## src/rtl/spmm_scheduler.sv

```systemverilog
`default_nettype none
// ============================================================================
//  Module   : spmm_scheduler
//  Purpose  : Top-level sequencer for one SPMM pass (H x W -> WH).
//             Takes a row-major weight stream and scatters it into one
//             weight BRAM per W column. Raises spmm_valid for the SPMM
//             datapath, then counts WH BRAM write strobes until every H row
//             has been produced, and pulses done.
//  Revision : 1.0 - initial release
// ============================================================================
module spmm_scheduler #(
    parameter int DATA_WIDTH    = 8,
    parameter int W_NUM_OF_ROWS = 1433,
    parameter int W_NUM_OF_COLS = 16,
    parameter int H_NUM_OF_ROWS = 13264,
    parameter int WEIGHT_ADDR_W = $clog2(W_NUM_OF_ROWS),
    parameter int ROW_CNT_W     = $clog2(H_NUM_OF_ROWS + 1)
) (
    input  logic                     clk,
    input  logic                     rst_n,

    // pass control
    input  logic                     start_i,
    output logic                     busy_o,
    output logic                     done_o,

    // row-major weight stream, W[r][c] with c fastest
    input  logic                     w_valid_i,
    output logic                     w_ready_o,
    input  logic [DATA_WIDTH-1:0]    w_data_i,

    // per-column weight BRAM write port (address and data shared)
    output logic [W_NUM_OF_COLS-1:0] weight_wea_o,
    output logic [WEIGHT_ADDR_W-1:0] weight_addra_o,
    output logic [DATA_WIDTH-1:0]    weight_din_o,

    // SPMM datapath handshake
    output logic                     spmm_valid_o,
    input  logic                     wh_wr_i,
    output logic [ROW_CNT_W-1:0]     rows_done_o
);

    // ------------------------------------------------------------------------
    // Constants
    // ------------------------------------------------------------------------
    // Column counter is at least one bit wide so a single-column W still
    // elaborates cleanly.
    localparam int COL_CNT_W = (W_NUM_OF_COLS > 1) ? $clog2(W_NUM_OF_COLS) : 1;

    localparam logic [2:0] c_IDLE   = 3'd0;
    localparam logic [2:0] c_LOAD_W = 3'd1;
    localparam logic [2:0] c_ARM    = 3'd2;
    localparam logic [2:0] c_RUN    = 3'd3;
    localparam logic [2:0] c_DONE   = 3'd4;

    localparam logic [COL_CNT_W-1:0]     c_LAST_COL = COL_CNT_W'(W_NUM_OF_COLS - 1);
    localparam logic [WEIGHT_ADDR_W-1:0] c_LAST_ROW = WEIGHT_ADDR_W'(W_NUM_OF_ROWS - 1);
    localparam logic [ROW_CNT_W-1:0]     c_LAST_WH  = ROW_CNT_W'(H_NUM_OF_ROWS - 1);
    localparam logic [W_NUM_OF_COLS-1:0] c_COL0_SEL = W_NUM_OF_COLS'(1);

    // ------------------------------------------------------------------------
    // State and counters
    // ------------------------------------------------------------------------
    logic [2:0]               r_state;
    logic [2:0]               w_state_nxt;

    logic [COL_CNT_W-1:0]     r_col_cnt;
    logic [WEIGHT_ADDR_W-1:0] r_row_cnt;
    logic [ROW_CNT_W-1:0]     r_rows_done;

    logic [W_NUM_OF_COLS-1:0] r_wea;
    logic [WEIGHT_ADDR_W-1:0] r_addra;
    logic [DATA_WIDTH-1:0]    r_din;
    logic                     r_spmm_valid;

    // ------------------------------------------------------------------------
    // Qualified events
    // ------------------------------------------------------------------------
    logic w_start;       // start request seen while idle
    logic w_accept;      // weight beat handshake completes this edge
    logic w_last_col;    // current beat targets the last column BRAM
    logic w_last_row;    // current beat targets the last weight row
    logic w_final_beat;  // current beat is the last element of W
    logic w_wh_count;    // WH write strobe that is counted
    logic w_wh_final;    // counted strobe that completes the pass

    assign w_start      = start_i & (r_state == c_IDLE);
    assign w_accept     = w_valid_i & (r_state == c_LOAD_W);
    assign w_last_col   = (r_col_cnt == c_LAST_COL);
    assign w_last_row   = (r_row_cnt == c_LAST_ROW);
    assign w_final_beat = w_accept & w_last_col & w_last_row;
    assign w_wh_count   = wh_wr_i & (r_state == c_RUN);
    assign w_wh_final   = w_wh_count & (r_rows_done == c_LAST_WH);

    // Next-state selection for the pass sequencer.
    always_comb begin
        w_state_nxt = r_state;
        case (r_state)
            c_IDLE:   if (w_start)      w_state_nxt = c_LOAD_W;
            c_LOAD_W: if (w_final_beat) w_state_nxt = c_ARM;
            // ARM gives the final weight write one cycle to land in its
            // BRAM before the datapath is allowed to read weights.
            c_ARM:                      w_state_nxt = c_RUN;
            c_RUN:    if (w_wh_final)   w_state_nxt = c_DONE;
            c_DONE:                     w_state_nxt = c_IDLE;
            default:                    w_state_nxt = c_IDLE;
        endcase
    end

    // State register; reset mid-pass simply abandons the pass.
    always_ff @(posedge clk) begin
        if (!rst_n) begin
            r_state <= c_IDLE;
        end else begin
            r_state <= w_state_nxt;
        end
    end

    // Column/row position of the next weight beat; both hold across gaps.
    always_ff @(posedge clk) begin
        if (!rst_n) begin
            r_col_cnt <= '0;
            r_row_cnt <= '0;
        end else if (w_start) begin
            r_col_cnt <= '0;
            r_row_cnt <= '0;
        end else if (w_accept) begin
            if (w_last_col) begin
                r_col_cnt <= '0;
                // Wrap the row as well after the final element so the
                // counters never sit outside the BRAM depth.
                r_row_cnt <= w_last_row ? '0 : r_row_cnt + 1'b1;
            end else begin
                r_col_cnt <= r_col_cnt + 1'b1;
            end
        end
    end

    // Registered BRAM write port: one cycle after each accepted beat.
    always_ff @(posedge clk) begin
        if (!rst_n) begin
            r_wea   <= '0;
            r_addra <= '0;
            r_din   <= '0;
        end else begin
            r_wea <= w_accept ? (c_COL0_SEL << r_col_cnt) : '0;
            if (w_accept) begin
                r_addra <= r_row_cnt;
                r_din   <= w_data_i;
            end
        end
    end

    // spmm_valid is registered from the next state so it tracks RUN exactly
    // and drops on the same edge that the last WH row is counted.
    always_ff @(posedge clk) begin
        if (!rst_n) begin
            r_spmm_valid <= 1'b0;
        end else begin
            r_spmm_valid <= (w_state_nxt == c_RUN);
        end
    end

    // WH row counter: cleared on an accepted start, holds its final value
    // through DONE and IDLE so the host can read it back.
    always_ff @(posedge clk) begin
        if (!rst_n) begin
            r_rows_done <= '0;
        end else if (w_start) begin
            r_rows_done <= '0;
        end else if (w_wh_count) begin
            r_rows_done <= r_rows_done + 1'b1;
        end
    end

    // ------------------------------------------------------------------------
    // Outputs
    // ------------------------------------------------------------------------
    assign busy_o         = (r_state != c_IDLE);
    assign done_o         = (r_state == c_DONE);
    assign w_ready_o      = (r_state == c_LOAD_W);
    assign weight_wea_o   = r_wea;
    assign weight_addra_o = r_addra;
    assign weight_din_o   = r_din;
    assign spmm_valid_o   = r_spmm_valid;
    assign rows_done_o    = r_rows_done;

endmodule
`default_nettype wire

```

## config.mk

```make
export PLATFORM = sky130hd
export DESIGN_NAME = spmm_scheduler
export DESIGN_NICKNAME = d
export VERILOG_FILES = /design/src/rtl/spmm_scheduler.sv
export SDC_FILE = /design/constraint.sdc
export NUM_CORES = 1
export LEC_CHECK = 0
export BUFFER_PORTS_ARGS = -buffer_cell sky130_fd_sc_hd__buf_2
export CAP_MARGIN = 20
export CORE_UTILIZATION = 52
export CTS_CLUSTER_SIZE = 8
export DETAILED_ROUTE_END_ITERATION = 12
export PLACE_DENSITY = 0.77
export SKIP_CTS_REPAIR_TIMING = 1
export SYNTH_ARGS = -nofsm -noshare
export SYNTH_HDL_FRONTEND = slang
export SYNTH_SLANG_ARGS = --single-unit
```

## constraint.sdc

```tcl
create_clock -name clk -period 2.01 [get_ports clk]
set_clock_uncertainty 0.05 [all_clocks]
set_input_delay 0.402 -clock clk [delete_from_list [all_inputs] [get_ports clk]]
set_output_delay 0.402 -clock clk [all_outputs]
set_load 0.005 [all_outputs]
```

==> run metrics <==
Int Pwr=2.08 mW; Rows=26; via count=between 2,000 and 2,500; antenna viol nets, final=0; vias in the first global route=approximately 2,100; sequential cell fraction of total power=51.3%; Seq/Total Area, Yosys=between 40% and 50%; CTS tree=done; cell area power density=slightly below 800 nW/µm²; Initial Util=between 50% and 60%; final setup vio count=0; CP endpoint kind=flop; CP startpoint=r_col_cnt[0]$_SDFFE_PP0P_; Tightest Pin Transition=around 0.47 ns; port buffer count=65; status=completed; Final HPWL DP=between 4000 and 5000 µm; Layout fillers=~430; initial antenna violation count=0; post-layout net count=approximately 400; Post-Synthesis Cell Area=about 2700 µm²; I/O Pins=between 60 and 70; combinational share of power=around 4.0%; syn_nets=approximately 340; total CTS buffers=9; CP Class=flop to flop; Max Slew Vio Count=0; mean post-synth cell area=8.73 µm²; grt ovf=0; DR DRC count=0; total negative slack=0 ns; diode count=0; slew margin rel.=68.3%; WL per Instance=roughly 13 µm; Post-synth top flop=dfxtp_1; Synth Instances=approximately 310; Critical Path Start Type=flop; routed vias/inst=around 5.2; Tcrit/Tclk final=93.3%; fin crit period=1.88 ns; chip height=~75 µm; CTS sink count=68; Hold Crit Class=input port to flop; Clock transition at path regs=~0.08 ns; ys async rst share=0%; number of synthesized flops with an enable pin=0; Final Hold Viols=0; Area Growth Syn to Fin=24.8%; start of the worst register-to-register path=r_col_cnt[0]$_SDFFE_PP0P_; CTS H-tree lvls=3; Max Root-Sink Buffers=2; Peak VDD IR=0.650 mV; Clock Latency Late Sink=roughly 0.33 ns; first-pass GRT wire length=between 9000 and 10,000 µm; drt pass-1 iters=4; initial DRC count=between 100 and 150; crit-path max FO=5; WP data required=roughly 2.2 ns; Lkg Pwr=~1.5 nW; Max-Cap Viols=0; largest net degree at the start of global routing=29; gr usage total=21.6%; Clock Root Buffer=clkbuf_8; sw frac=between 20% and 30%; share of cells above drive strength 1=between 20 and 25%; WL final=approximately 5700 µm; Routability Congestion=0.780; Seq cells post-synth=a little under 70; Die Wd=approximately 75 µm; Distinct cells, synth=37; die area=between 5000 and 6000 µm²; Final Util=slightly below 70%; Clock power frac=44.8%; Core ar.=between 5000 and 6000 µm²; min-delay src=w_data_i[0]; Syn. warnings=0; sw power=between 0.5 and 0.6 mW; CP arrival=~2.1 ns; Fmax=between 500 and 600 MHz; RSZ-0062 raised after global routing=no
[per-layer routing]
layer | up-vias | GRT usage, % | wire length (µm)
li1 | 1216 | - | -
met1 | 1120 | 27.8 | 2780
met2 | 51 | 34.5 | 2690
met3 | 11 | 6.64 | 181
met4 | 0 | 7.55 | 88
met5 | - | 0 | 0
[registers in the layout, indices dropped and copies added, names as in the netlist]
register        count
weight_wea_o       16
r_col_cnt           4
weight_din_o        8
spmm_valid_o        1
r_state             3
weight_addra_o     11
rows_done_o        14
r_row_cnt          11
[area by class of cell]
cell class / count / area (µm²) / share of cell area [%]
tap: 70 / 87.6 / 2.57
clock buffer: 12 / 165 / 4.84
multi-input combinational: 219 / 1300 / 38.0
timing repair buffer: 75 / 413 / 12.1
inverter: 9 / 33.8 / 0.990
clock inverter: 4 / 55.1 / 1.61
sequential: 68 / 1360 / 39.9
[final timing paths]
path              cells past startpoint                            to  slack [ns]
hold reg to reg                       2  weight_din_o[6]$_SDFFE_PN0P_        0.40
setup / recovery                      5     r_row_cnt[9]$_SDFFE_PP0P_        0.13
setup reg to reg                      5     r_row_cnt[9]$_SDFFE_PP0P_        0.13
hold / removal                        3  weight_din_o[0]$_SDFFE_PN0P_        0.25
[layout by cell type (no fill, tap or decap), types with 2 or more instances in the layout]
| master | instances |
|---|---|
| dfxtp_1 | 68 |
| buf_2 | 65 |
| nand2_1 | 52 |
| a21oi_1 | 35 |
| nor2_1 | 19 |
| and3_1 | 16 |
| clkbuf_8 | 12 |
| nand3_1 | 10 |
| inv_1 | 9 |
| or3_1 | 9 |
| ha_1 | 9 |
| buf_4 | 9 |
| xnor2_1 | 8 |
| and2_1 | 7 |
| nand4_1 | 7 |
| o21ai_0 | 6 |
| xor2_1 | 6 |
| nor4_1 | 5 |
| o31ai_1 | 4 |
| or4_1 | 3 |
| and4b_1 | 2 |
| and4_1 | 2 |
| nand2b_1 | 2 |
| nor3_1 | 2 |
[synth_stat cells, drive strengths merged (2+ instances only)]
library cell	count	share of area, %
nor2	19	2.6
o31ai	4	1.1
inv	9	1.2
nand3	10	1.8
or3	10	2.5
nand2b	2	0.46
nand2	52	7.1
or4	3	0.82
nor4	6	1.4
and2	7	1.6
ha	9	4.1
nand4	7	1.6
xnor2	8	2.6
dfxtp	68	50
o21ai	6	1.1
nor3	3	0.55
and4	2	0.64
xor2	6	1.9
and4b	2	0.73
a21oi	35	6.4
and3	16	3.7
clkbuf	12	1.6
buf	5	0.87
[worst max-delay path, stage by stage, from the launching register on]
cell	delay [ns]
dfxtp_1	0.41
ha_1	0.25
nand3_1	0.12
or3_4	0.41
or4_1	0.42
a21oi_1	0.14
[power by group through the flow]
stage / Clock [mW] / Combinational, mW / Sequential, mW
finish: 1.19 / 0.105 / 1.36
global placement: 0 / 0.104 / 1.40
floorplan: 0 / 0.0577 / 1.40
detailed placement: 0 / 0.105 / 1.40
global route: 1.28 / 0.118 / 1.37
CTS: 1.22 / 0.106 / 1.36
[through the flow]
step                total power, mW  setup WS, ns  cell area, µm²  cells  hold slack [ns]
floorplan                      1.45         0.223            2730    313            0.403
global placement               1.50         0.194            3180    441            0.392
detailed placement             1.50         0.117            3180    441            0.395
CTS                            2.69         0.103            3400    457            0.236
global route                   2.76        0.0209            3410    457            0.242
finish                         2.66         0.134            3410    457            0.245
[cell families (layout without fill, tap and decap cells)]
| kind of cell | Yosys count | after routing | share of synthesized area (%) |
|---|---|---|---|
| AND/OR/NAND/NOR | 144 | 144 | 27.2 |
| flip-flops | 68 | 68 | 49.8 |
| AO/OA/AOI/OAI | 52 | 52 | 10.7 |
| buffers and inverters | 26 | 100 | 3.75 |
| XOR/XNOR | 14 | 14 | 4.49 |
| adder cells (fa/ha/maj) | 9 | 9 | 4.12 |
No activity file was read; power rests on OpenSTA's default activity.
